==> src/rtl/conv3_weight_fetch_ctrl_if.sv <==
// Signal bundle between the conv3 weight-fetch controller, the host loader,
// the conv3 engine stream and BRAM port A.
interface conv3_weight_fetch_ctrl_if #(
  parameter int AW = 12
);
  logic          host_wr_req;
  logic [AW-1:0] host_wr_addr;
  logic [31:0]   host_wr_data;
  logic [3:0]    host_wr_be;
  logic          host_wr_ack;

  logic          fetch_start;
  logic [AW-1:0] fetch_base;
  logic [AW:0]   fetch_len;
  logic          fetch_busy;
  logic          fetch_done;
  logic          fetch_err;

  logic [31:0]   w_data;
  logic          w_valid;
  logic          w_ready;
  logic          w_last;

  logic [31:0]   bram_addr;
  logic          bram_en;
  logic [3:0]    bram_we;
  logic [31:0]   bram_din;
  logic [31:0]   bram_dout;

  modport slave (
    input  host_wr_req, host_wr_addr, host_wr_data, host_wr_be,
    output host_wr_ack,
    input  fetch_start, fetch_base, fetch_len,
    output fetch_busy, fetch_done, fetch_err,
    output w_data, w_valid, w_last,
    input  w_ready,
    output bram_addr, bram_en, bram_we, bram_din,
    input  bram_dout
  );

  modport master (
    output host_wr_req, host_wr_addr, host_wr_data, host_wr_be,
    input  host_wr_ack,
    output fetch_start, fetch_base, fetch_len,
    input  fetch_busy, fetch_done, fetch_err,
    input  w_data, w_valid, w_last,
    output w_ready,
    input  bram_addr, bram_en, bram_we, bram_din,
    output bram_dout
  );
endinterface

==> src/rtl/conv3_weight_fetch_ctrl.sv <==
// Port-A arbiter for the conv3 weight BRAM: host writes vs. engine burst reads,
// with a credit-checked output FIFO absorbing the BRAM read latency.
//   state    | meaning
//   ST_IDLE  | no burst; host writes granted, fetch_start evaluated
//   ST_BURST | issuing reads, round-robin against host writes
//   ST_FLUSH | all reads issued, draining FIFO until the last word pops
module conv3_weight_fetch_ctrl #(
  parameter int AW         = 12,
  parameter int DEPTH      = 4096,
  parameter int RD_LAT     = 1,
  parameter int FIFO_DEPTH = 4
) (
  input logic                      clk,
  input logic                      rst,
  conv3_weight_fetch_ctrl_if.slave bus
);
  localparam int PW = (FIFO_DEPTH > 1) ? $clog2(FIFO_DEPTH) : 1;
  localparam int CW = $clog2(FIFO_DEPTH + 1);
  localparam logic [CW:0]   FIFO_DEPTH_W = (CW+1)'(FIFO_DEPTH);
  localparam logic [PW-1:0] PTR_LAST     = PW'(FIFO_DEPTH - 1);
  localparam logic [AW+1:0] DEPTH_W      = (AW+2)'(DEPTH);

  typedef enum logic [1:0] {ST_IDLE, ST_BURST, ST_FLUSH} state_e;

  state_e          state_q, state_d;
  logic [AW-1:0]   base_q, base_d;
  logic [AW:0]     len_q, len_d, rd_issued_q, rd_issued_d, pop_cnt_q, pop_cnt_d;
  logic            rr_host_q, rr_host_d;
  logic [CW-1:0]   fifo_cnt_q, fifo_cnt_d, outst_q, outst_d;
  logic [PW-1:0]   wr_ptr_q, wr_ptr_d, rd_ptr_q, rd_ptr_d;
  logic [31:0]     fifo_mem_q [FIFO_DEPTH];
  logic [31:0]     fifo_mem_d [FIFO_DEPTH];
  logic [RD_LAT-1:0] rd_pipe_q, rd_pipe_d;
  logic [31:0]     bram_addr_q, bram_addr_d, bram_din_q, bram_din_d;
  logic            bram_en_q, bram_en_d;
  logic [3:0]      bram_we_q, bram_we_d;
  logic            ack_q, ack_d, done_q, done_d, err_q, err_d;

  logic            host_gnt, rd_gnt, rd_elig, push, pop, w_valid, last_word;
  logic [AW+1:0]   fetch_end;
  logic [AW-1:0]   rd_idx;
  logic [CW:0]     credit_sum;

  assign fetch_end  = {2'b00, bus.fetch_base} + {1'b0, bus.fetch_len};
  assign rd_idx     = base_q + rd_issued_q[AW-1:0];
  // Reads in flight count against FIFO space so returning data always has a slot.
  assign credit_sum = {1'b0, fifo_cnt_q} + {1'b0, outst_q};
  assign push       = rd_pipe_q[RD_LAT-1];
  assign w_valid    = (fifo_cnt_q != '0);
  assign pop        = w_valid & bus.w_ready;
  assign last_word  = w_valid && ((pop_cnt_q + (AW+1)'(1)) == len_q);

  always_comb begin
    state_d     = state_q;
    base_d      = base_q;
    len_d       = len_q;
    rd_issued_d = rd_issued_q;
    rr_host_d   = rr_host_q;
    pop_cnt_d   = pop ? pop_cnt_q + (AW+1)'(1) : pop_cnt_q;
    done_d      = 1'b0;
    err_d       = 1'b0;
    host_gnt    = 1'b0;
    rd_gnt      = 1'b0;
    rd_elig     = (rd_issued_q < len_q) && (credit_sum < FIFO_DEPTH_W);
    unique case (state_q)
      ST_IDLE: begin
        host_gnt = bus.host_wr_req;
        if (bus.fetch_start) begin
          if (bus.fetch_len == '0) begin
            done_d = 1'b1;
          end else if (fetch_end > DEPTH_W) begin
            err_d = 1'b1;
          end else begin
            base_d      = bus.fetch_base;
            len_d       = bus.fetch_len;
            rd_issued_d = '0;
            pop_cnt_d   = '0;
            state_d     = ST_BURST;
          end
        end
      end
      ST_BURST: begin
        if (rd_elig && bus.host_wr_req) begin
          host_gnt  = rr_host_q;
          rd_gnt    = ~rr_host_q;
          rr_host_d = ~rr_host_q;
        end else begin
          rd_gnt   = rd_elig;
          host_gnt = bus.host_wr_req;
        end
        if (rd_gnt) begin
          rd_issued_d = rd_issued_q + (AW+1)'(1);
          if (rd_issued_d == len_q) state_d = ST_FLUSH;
        end
      end
      ST_FLUSH: begin
        host_gnt = bus.host_wr_req;
        if (pop && last_word) begin
          done_d  = 1'b1;
          state_d = ST_IDLE;
        end
      end
      default: state_d = ST_IDLE;
    endcase
  end

  always_comb begin
    ack_d       = host_gnt;
    bram_en_d   = host_gnt | rd_gnt;
    bram_we_d   = host_gnt ? bus.host_wr_be : 4'h0;
    bram_din_d  = host_gnt ? bus.host_wr_data : 32'h0;
    bram_addr_d = 32'h0;
    if (host_gnt)    bram_addr_d = {{(30-AW){1'b0}}, bus.host_wr_addr, 2'b00};
    else if (rd_gnt) bram_addr_d = {{(30-AW){1'b0}}, rd_idx, 2'b00};

    rd_pipe_d    = '0;
    rd_pipe_d[0] = bram_en_q && (bram_we_q == 4'h0);
    for (int i = 1; i < RD_LAT; i++) rd_pipe_d[i] = rd_pipe_q[i-1];

    fifo_mem_d = fifo_mem_q;
    wr_ptr_d   = wr_ptr_q;
    rd_ptr_d   = rd_ptr_q;
    if (push) begin
      fifo_mem_d[wr_ptr_q] = bus.bram_dout;
      wr_ptr_d = (wr_ptr_q == PTR_LAST) ? '0 : wr_ptr_q + PW'(1);
    end
    if (pop) rd_ptr_d = (rd_ptr_q == PTR_LAST) ? '0 : rd_ptr_q + PW'(1);
    fifo_cnt_d = fifo_cnt_q + CW'(push) - CW'(pop);
    outst_d    = outst_q + CW'(rd_gnt) - CW'(push);
  end

  always_ff @(posedge clk) begin
    if (rst) begin
      state_q     <= ST_IDLE;
      base_q      <= '0;
      len_q       <= '0;
      rd_issued_q <= '0;
      pop_cnt_q   <= '0;
      rr_host_q   <= 1'b1;
      fifo_cnt_q  <= '0;
      outst_q     <= '0;
      wr_ptr_q    <= '0;
      rd_ptr_q    <= '0;
      for (int i = 0; i < FIFO_DEPTH; i++) fifo_mem_q[i] <= '0;
      rd_pipe_q   <= '0;
      bram_addr_q <= '0;
      bram_din_q  <= '0;
      bram_en_q   <= 1'b0;
      bram_we_q   <= '0;
      ack_q       <= 1'b0;
      done_q      <= 1'b0;
      err_q       <= 1'b0;
    end else begin
      state_q     <= state_d;
      base_q      <= base_d;
      len_q       <= len_d;
      rd_issued_q <= rd_issued_d;
      pop_cnt_q   <= pop_cnt_d;
      rr_host_q   <= rr_host_d;
      fifo_cnt_q  <= fifo_cnt_d;
      outst_q     <= outst_d;
      wr_ptr_q    <= wr_ptr_d;
      rd_ptr_q    <= rd_ptr_d;
      fifo_mem_q  <= fifo_mem_d;
      rd_pipe_q   <= rd_pipe_d;
      bram_addr_q <= bram_addr_d;
      bram_din_q  <= bram_din_d;
      bram_en_q   <= bram_en_d;
      bram_we_q   <= bram_we_d;
      ack_q       <= ack_d;
      done_q      <= done_d;
      err_q       <= err_d;
    end
  end

  assign bus.host_wr_ack = ack_q;
  assign bus.fetch_busy  = (state_q != ST_IDLE);
  assign bus.fetch_done  = done_q;
  assign bus.fetch_err   = err_q;
  assign bus.w_data      = fifo_mem_q[rd_ptr_q];
  assign bus.w_valid     = w_valid;
  assign bus.w_last      = last_word;
  assign bus.bram_addr   = bram_addr_q;
  assign bus.bram_en     = bram_en_q;
  assign bus.bram_we     = bram_we_q;
  assign bus.bram_din    = bram_din_q;
endmodule

==> src/flat_wrapper.sv <==
// flat-port wrapper written by rule: the top's interface ports become plain ports
module conv3_weight_fetch_ctrl_flat 
#(
  parameter int AW         = 12,
  parameter int DEPTH      = 4096,
  parameter int RD_LAT     = 1,
  parameter int FIFO_DEPTH = 4
)
  (clk, rst, bus_host_wr_req, bus_host_wr_addr, bus_host_wr_data, bus_host_wr_be, bus_host_wr_ack, bus_fetch_start, bus_fetch_base, bus_fetch_len, bus_fetch_busy, bus_fetch_done, bus_fetch_err, bus_w_data, bus_w_valid, bus_w_last, bus_w_ready, bus_bram_addr, bus_bram_en, bus_bram_we, bus_bram_din, bus_bram_dout);
  conv3_weight_fetch_ctrl_if #(.AW(AW)) bus_i ();
  input logic clk;
  input logic rst;
  input wire logic [$bits(bus_i.host_wr_req)-1:0] bus_host_wr_req;
  input wire logic [$bits(bus_i.host_wr_addr)-1:0] bus_host_wr_addr;
  input wire logic [$bits(bus_i.host_wr_data)-1:0] bus_host_wr_data;
  input wire logic [$bits(bus_i.host_wr_be)-1:0] bus_host_wr_be;
  output wire logic [$bits(bus_i.host_wr_ack)-1:0] bus_host_wr_ack;
  input wire logic [$bits(bus_i.fetch_start)-1:0] bus_fetch_start;
  input wire logic [$bits(bus_i.fetch_base)-1:0] bus_fetch_base;
  input wire logic [$bits(bus_i.fetch_len)-1:0] bus_fetch_len;
  output wire logic [$bits(bus_i.fetch_busy)-1:0] bus_fetch_busy;
  output wire logic [$bits(bus_i.fetch_done)-1:0] bus_fetch_done;
  output wire logic [$bits(bus_i.fetch_err)-1:0] bus_fetch_err;
  output wire logic [$bits(bus_i.w_data)-1:0] bus_w_data;
  output wire logic [$bits(bus_i.w_valid)-1:0] bus_w_valid;
  output wire logic [$bits(bus_i.w_last)-1:0] bus_w_last;
  input wire logic [$bits(bus_i.w_ready)-1:0] bus_w_ready;
  output wire logic [$bits(bus_i.bram_addr)-1:0] bus_bram_addr;
  output wire logic [$bits(bus_i.bram_en)-1:0] bus_bram_en;
  output wire logic [$bits(bus_i.bram_we)-1:0] bus_bram_we;
  output wire logic [$bits(bus_i.bram_din)-1:0] bus_bram_din;
  input wire logic [$bits(bus_i.bram_dout)-1:0] bus_bram_dout;
  assign bus_i.host_wr_req = bus_host_wr_req;
  assign bus_i.host_wr_addr = bus_host_wr_addr;
  assign bus_i.host_wr_data = bus_host_wr_data;
  assign bus_i.host_wr_be = bus_host_wr_be;
  assign bus_host_wr_ack = bus_i.host_wr_ack;
  assign bus_i.fetch_start = bus_fetch_start;
  assign bus_i.fetch_base = bus_fetch_base;
  assign bus_i.fetch_len = bus_fetch_len;
  assign bus_fetch_busy = bus_i.fetch_busy;
  assign bus_fetch_done = bus_i.fetch_done;
  assign bus_fetch_err = bus_i.fetch_err;
  assign bus_w_data = bus_i.w_data;
  assign bus_w_valid = bus_i.w_valid;
  assign bus_w_last = bus_i.w_last;
  assign bus_i.w_ready = bus_w_ready;
  assign bus_bram_addr = bus_i.bram_addr;
  assign bus_bram_en = bus_i.bram_en;
  assign bus_bram_we = bus_i.bram_we;
  assign bus_bram_din = bus_i.bram_din;
  assign bus_i.bram_dout = bus_bram_dout;
  conv3_weight_fetch_ctrl #(.AW(AW), .DEPTH(DEPTH), .RD_LAT(RD_LAT), .FIFO_DEPTH(FIFO_DEPTH)) u_core (.clk(clk), .rst(rst), .bus(bus_i));
endmodule
==> config.mk <==
export PLATFORM = sky130hd
export DESIGN_NAME = conv3_weight_fetch_ctrl_flat
export DESIGN_NICKNAME = d
export VERILOG_FILES = /design/src/rtl/conv3_weight_fetch_ctrl_if.sv /design/src/rtl/conv3_weight_fetch_ctrl.sv /design/src/flat_wrapper.sv
export SDC_FILE = /design/constraint.sdc
export NUM_CORES = 1
export LEC_CHECK = 0
export CAP_MARGIN = 20
export CORE_ASPECT_RATIO = 1.75
export CORE_UTILIZATION = 27
export DETAILED_ROUTE_END_ITERATION = 10
export MAX_ROUTING_LAYER = met4
export SYNTH_ARGS = -nofsm -noshare
export SYNTH_HDL_FRONTEND = slang
export SYNTH_SLANG_ARGS = --single-unit
==> constraint.sdc <==
create_clock -name clk -period 4.1 [get_ports clk]
set_input_delay 0.82 -clock clk [delete_from_list [all_inputs] [get_ports clk]]
set_output_delay 0.82 -clock clk [all_outputs]
set_load 0.005 [all_outputs]
## Word level (Yosys, flattened, before mapping)

Index checks and enable logic that the tools add are counted.

| storage, ports and cells | value |
|---|---|
| bits of input ports | 110 |
| output and inout bits | 107 |
| flip-flop bits (word level) | 265 |
| word-level logic and storage cells | 119 |

| operators by class | value |
|---|---|
| muxes and demuxes | 37 |
| $lt $le $gt $ge | 6 |
| eq/ne operators | 12 |
| add/subtract/negate cells | 11 |
| reduce and logical (&&, ||, !) cells | 20 |
| bitwise logic cells | 10 |

Operator list:

| operator | number |
|---|---|
| $bwmux 128 | 1 |
| $mux 13 | 9 |
| $mux 32 | 3 |
| $bmux 32 s2 | 1 |
| $demux 32 s2 | 1 |
| $mux 14 | 2 |
| $add 13x1->13 const B | 2 |
| $eq 13x13->1 | 2 |
| $pmux 13 s2 | 1 |
| $mux 2 | 8 |
| $add 12x13->14 | 1 |
| $gt 14x13->1 const B | 1 |
| $logic_not 13->1 | 1 |
| $lt 13x13->1 | 1 |
| $add 12x12->12 | 1 |
| $mux 1 | 8 |
| $add 3x1->3 | 2 |
| $eq 2x2->1 const B | 3 |
| $ge 3x3->1 const B | 2 |
| $logic_and 1x1->1 | 6 |
| $ne 2x1->1 const B | 3 |
| $ne 2x2->1 const B | 3 |
| $not 1->1 | 6 |
| $not 2->3 | 2 |
| other kinds (20) | 26 |

## Depth between registers and ports, before layout

Gate-level depths: netlist of the first run.

| logic depth | value |
|---|---|
| depth after elaboration | 9 |
| depth in mapped cells | 14 |
| gate-level depth less buffers | 14 |

## Worst setup path after synthesis of the first run

No wires, ideal clock.

| timing path | value |
|---|---|
| path kind | input port to flip-flop |
| start | input port bus_fetch_len[0] |
| end | register u_core.rd_issued_q[4] |
| stages on the path | 12 |
| library setup time | 0.122 ns |
| path buffers | 1 |
| data required time | 3.978 ns |
| arrival time | 3.542 ns |
| setup slack | 0.437 ns |
| path through | ha_1 > inv_1 > fa_1 > inv_1 > a211o_1 > or4_1 > nor4_1 > nand4_1 > o32ai_2 > a31oi_1 > buf_2 > o311a_1 |

| between the ends | value |
|---|---|
| word-level cells in the longest chain between the ends | 4 |

Ends and longest elaborated chain:

| element | line | text |
|---|---|---|
| from (decl) | flat_wrapper.sv:20 | `input wire logic [$bits(bus_i.fetch_len)-1:0] bus_fetch_len;` |
| $add 12x13->14 | conv3_weight_fetch_ctrl.sv:44 | `assign fetch_end = {2'b00, bus.fetch_base} + {1'b0, bus.fetch_len};` |
| $gt 14x13->1 | conv3_weight_fetch_ctrl.sv:71 | `end else if (fetch_end > DEPTH_W) begin` |
| $ne 2x2->1 (no line) | n/a |  |
| $reduce_and 5->1 (no line) (*) | n/a |  |
| to (signal assigned) | conv3_weight_fetch_ctrl.sv:157 | `rd_issued_q <= rd_issued_d;` |
| to (decl) | conv3_weight_fetch_ctrl.sv:27 | `logic [AW:0] len_q, len_d, rd_issued_q, rd_issued_d, pop_cnt_q, pop_cnt_d;` |

Mark *: on every way between the ends. The rest lies on a longest branch, timed or not.
A chain may end at the register's enable or synchronous reset.

## Final worst setup path of the first run

| timing path | value |
|---|---|
| start | register u_core.pop_cnt_q[1] |
| end | output port bus_w_last |

| between the ends | value |
|---|---|
| word-level cells in the longest chain between the ends | 3 |

Ends and longest elaborated chain:

| element | line | text |
|---|---|---|
| from (decl) | conv3_weight_fetch_ctrl.sv:27 |  |
| from (signal assigned) | conv3_weight_fetch_ctrl.sv:158 | `pop_cnt_q <= pop_cnt_d;` |
| $add 13x1->13 | conv3_weight_fetch_ctrl.sv:51 | `assign last_word = w_valid && ((pop_cnt_q + (AW+1)'(1)) == len_q);` |
| $eq 13x13->1 | conv3_weight_fetch_ctrl.sv:51 |  |
| $logic_and 1x1->1 | conv3_weight_fetch_ctrl.sv:51 |  |
| to (decl) | flat_wrapper.sv:26 | `output wire logic [$bits(bus_i.w_last)-1:0] bus_w_last;` |

Every way passes these cells.

==> results of run 1 <==
[state kept, by name (all words and copies together) (netlist names), 2 cells and up]
name / count
u_core.wr_ptr_q: 2
u_core.pop_cnt_q: 13
u_core.fifo_cnt_q: 3
u_core.rd_ptr_q: 2
u_core.fifo_mem_q: 128
u_core.bus.bram_addr: 12
u_core.outst_q: 3
u_core.bus.bram_din: 32
u_core.bus.bram_we: 4
u_core.base_q: 12
u_core.state_q: 2
u_core.rd_issued_q: 13
u_core.len_q: 13
[through the flow]
stage	setup WS (ps)	power [mW]	cell area [sq um]
after floorplan	437	3.16	11800
after global placement	-374	3.62	14400
after detailed placement	-456	3.63	14400
after CTS	43.2	5.98	15200
after global routing	-62.0	6.16	15300
final	188	5.89	15300
[final cells by class]
| cell class | count | area (sq um) | share of cell area |
|---|---|---|---|
| Multi-Input combinational cell | 981 | 6290 | 0.411 |
| Sequential cell | 245 | 4910 | 0.321 |
| Timing Repair Buffer | 255 | 2450 | 0.160 |
| Tap cell | 561 | 702 | 0.0458 |
| Clock buffer | 30 | 674 | 0.0440 |
| Inverter | 38 | 143 | 0.00932 |
| Clock inverter | 12 | 138 | 0.00899 |
[cells by family (layout without fill, tap and decap cells)]
group / count (synthesis) / in the layout
buffers and inverters: 139 / 335
DFF: 245 / 245
other: 1 / 20
xor gates and xnor gates: 66 / 66
AOI/OAI and AO/OA: 259 / 259
and+or+nand+nor: 519 / 519
muxes: 64 / 64
adders and majority gates: 53 / 53
[per-layer routing]
layer	vias up	GRT usage	wire length (microns)
met4	0	0.0816	1540
met3	92	0.0200	1530
met2	334	0.322	20400
met5	-	-	0
met1	4807	0.164	13000
li1	4950	-	-
[layout by cell type, fill, tap and decap left out, drive strengths merged, types with 3 or more instances in the layout]
| master | instances |
|---|---|
| nor4b | 3 |
| a211o | 3 |
| buf | 60 |
| o311ai | 3 |
| fa | 4 |
| clkinv | 8 |
| clkbuf | 30 |
| nand4 | 6 |
| nand2b | 4 |
| and3 | 13 |
| nor2b | 11 |
| or2 | 3 |
| mux2i | 32 |
| a21oi | 156 |
| xor2 | 29 |
| nand3 | 18 |
| nor2 | 69 |
| dfxtp | 245 |
| and2 | 44 |
| nor3 | 30 |
| ha | 49 |
| mux4 | 32 |
| o21a | 3 |
| conb | 20 |
| a211oi | 7 |
| a22o | 13 |
| clkdlybuf4s50 | 193 |
| nand2 | 299 |
| o21bai | 4 |
| inv | 39 |
| o21ai | 26 |
| a21o | 7 |
| o22ai | 6 |
| or4 | 3 |
| nor4 | 5 |
| or3 | 3 |
| a31oi | 7 |
| nor3b | 3 |
| xnor2 | 37 |
[critical path: stages (launching register included)]
cell and delay, ps:
dfxtp_1 400, ha_2 240, and3_2 240, nand3_2 170, nor2_2 210, mux2i_1 190
a22oi_1 100, nor4_1 280, buf_4 170, clkdlybuf4s50_1 520
[power by group]
part | leakage, nW | internal, mW | switching, mW | total, mW
sequential | 1.99 | 2.46 | 0.0956 | 2.55
combinational | 3.41 | 0.524 | 0.503 | 1.03
clock | 0.404 | 1.31 | 1.00 | 2.31
total | 5.81 | 4.29 | 1.60 | 5.89
[timing repair]
item                       4_1_cts  5_1_grt
resized for setup                2       16
setup endpoints to repair        1       48
pin swaps                        0        5
setup buffers                    0        2
hold buffers                     0        0
[how the worst max path moves through the flow]
stage / cells after the start / slack (ps) / end
floorplan: 12 / 440 / u_core.rd_issued_q[4]
global placement: 14 / -370 / u_core.rd_issued_q[3]
detailed placement: 14 / -460 / u_core.rd_issued_q[3]
CTS: 9 / 40 / bus_w_last
global route: 9 / -60 / bus_w_last
finish: 9 / 190 / bus_w_last
==> flow_metrics.tcl, run 1 <==
set metrics [dict create \
    rsz0062_at_grt "yes" \
    clk_pin_slew_ps 60 \
    yosysWarnings 0 \
    crit_fanout 7 \
    vias 10200 \
    port_buffers 196 \
    cap_violations 0 \
    cellLeakagePower_nw 5.81 \
    rr_worst_depth 12 \
    drv_slew 0 \
    grtUsageTotal 0.167 \
    drcViolationCount 0 \
    synth_fa_ha_area_frac 0.0592 \
    crit_start "u_core.pop_cnt_q[1]" \
    gp_congestion 0.927 \
    ys_ff_latch 245 \
    hold_depth 2 \
    totalWireLength_mm 36.5 \
    die_w_microns 159 \
    utilization 0.359 \
    clockRootBuffer "clkbuf_16" \
    yosysMostFrequentCell "nand2_1" \
    grt_max_degree 144 \
    reg2reg_slack_ps 850 \
    dp.cells 2078 \
    ios 217 \
    min_period_ps 3910 \
    antenna_cells 0 \
    synth-xor-area-share 0.0494 \
    final.setup.tns_ps 0 \
    setup_viol 0 \
    syn_area_sq_um 11700 \
    grt_overflow 0 \
    power_density_nw_per_um2 385 \
    tightest_slew_ps 878 \
    synth.distinct_cells 67 \
    yosysTopAreaCell "dfxtp_1" \
    drive_gt1_frac 0.101 \
    nets 1709 \
    max-vdd-ir-drop_mv 0.280 \
    status "complete, no violations" \
    setup.worst_path.end_class "output pin" \
    via_per_inst 4.80 \
    cts_buffer_depth 3 \
    yosys-mux-area-fraction 0.0889 \
    synth-compound-area-share 0.132 \
    fin_crit_sh 0.954 \
    num-fill-cells 4265 \
    timing.rr.start "u_core.rd_issued_q[12]" \
    reg2reg_to "u_core.outst_q[2]" \
    critPathRequiredTime_ps 3280 \
    hold_start "u_core.fifo_mem_q[38]" \
    clk_latency_ps 560 \
    cts_max_level 1 \
    avgSynthCellArea_sq_um 8.70 \
    core-area_sq_um 42700 \
    fin_skew_ps 16.5 \
    drt_iter0_drc 725 \
    crit_arrival_ps 3090 \
    area_delta_synth_final_pct 30.8 \
    synth_commonest_cells "nand2_1, dfxtp_1, a21oi_1" \
    yosys.area.top_type_share 0.419 \
    grt_pass1_vias 10400 \
    final_cells 2122 \
    cts_buffers 25 \
    path_class "reg -> out" \
    seq_area_frac_synth 0.419 \
    initial_utilization 0.274 \
    synth_area_leaders "dfxtp_1, nand2_1, a21oi_1" \
    slew_headroom 0.413 \
    hold_path.class "reg -> reg" \
    whs_ps 452 \
    grt_pass1_wl_mm 56.6 \
    fp.dieH_microns 277 \
    hpwl_mm 26.2 \
    routedWlPerCell_microns 17.2 \
    rows 100 \
    synth_edf_count 0 \
    die-area_sq_um 44200 \
    cts_tree "yes" \
    first_pass_iters 7 \
    antenna_found_initial 0 \
    hold_viol_final 0 \
    synth_top_family_by_area "simple AND/OR/NAND/NOR gates" \
    fmax_ghz 0.256 \
    ant_nets 0 \
    critPathLaunchType "flip-flop" \
    clock_sinks 245 \
    async_flop_share 0 \
    holdPathEnd "u_core.fifo_mem_q[38]" \
    synthFlopType "dfxtp_1" \
    synth-simple-area-share 0.196 \
    netlist_instances 1346 \
]
Note: power is estimated with default switching activity, not from simulation.
==> run 2, diff against run 1 <==
--- a/config.mk
+++ b/config.mk
@@ -5,7 +5,6 @@
 export SDC_FILE = /design/constraint.sdc
 export NUM_CORES = 1
 export LEC_CHECK = 0
-export CAP_MARGIN = 20
 export CORE_ASPECT_RATIO = 1.75
 export CORE_UTILIZATION = 27
 export DETAILED_ROUTE_END_ITERATION = 10
==> results of run 2 <==
Final layout, timing and power as in run 1 (identical DEF).
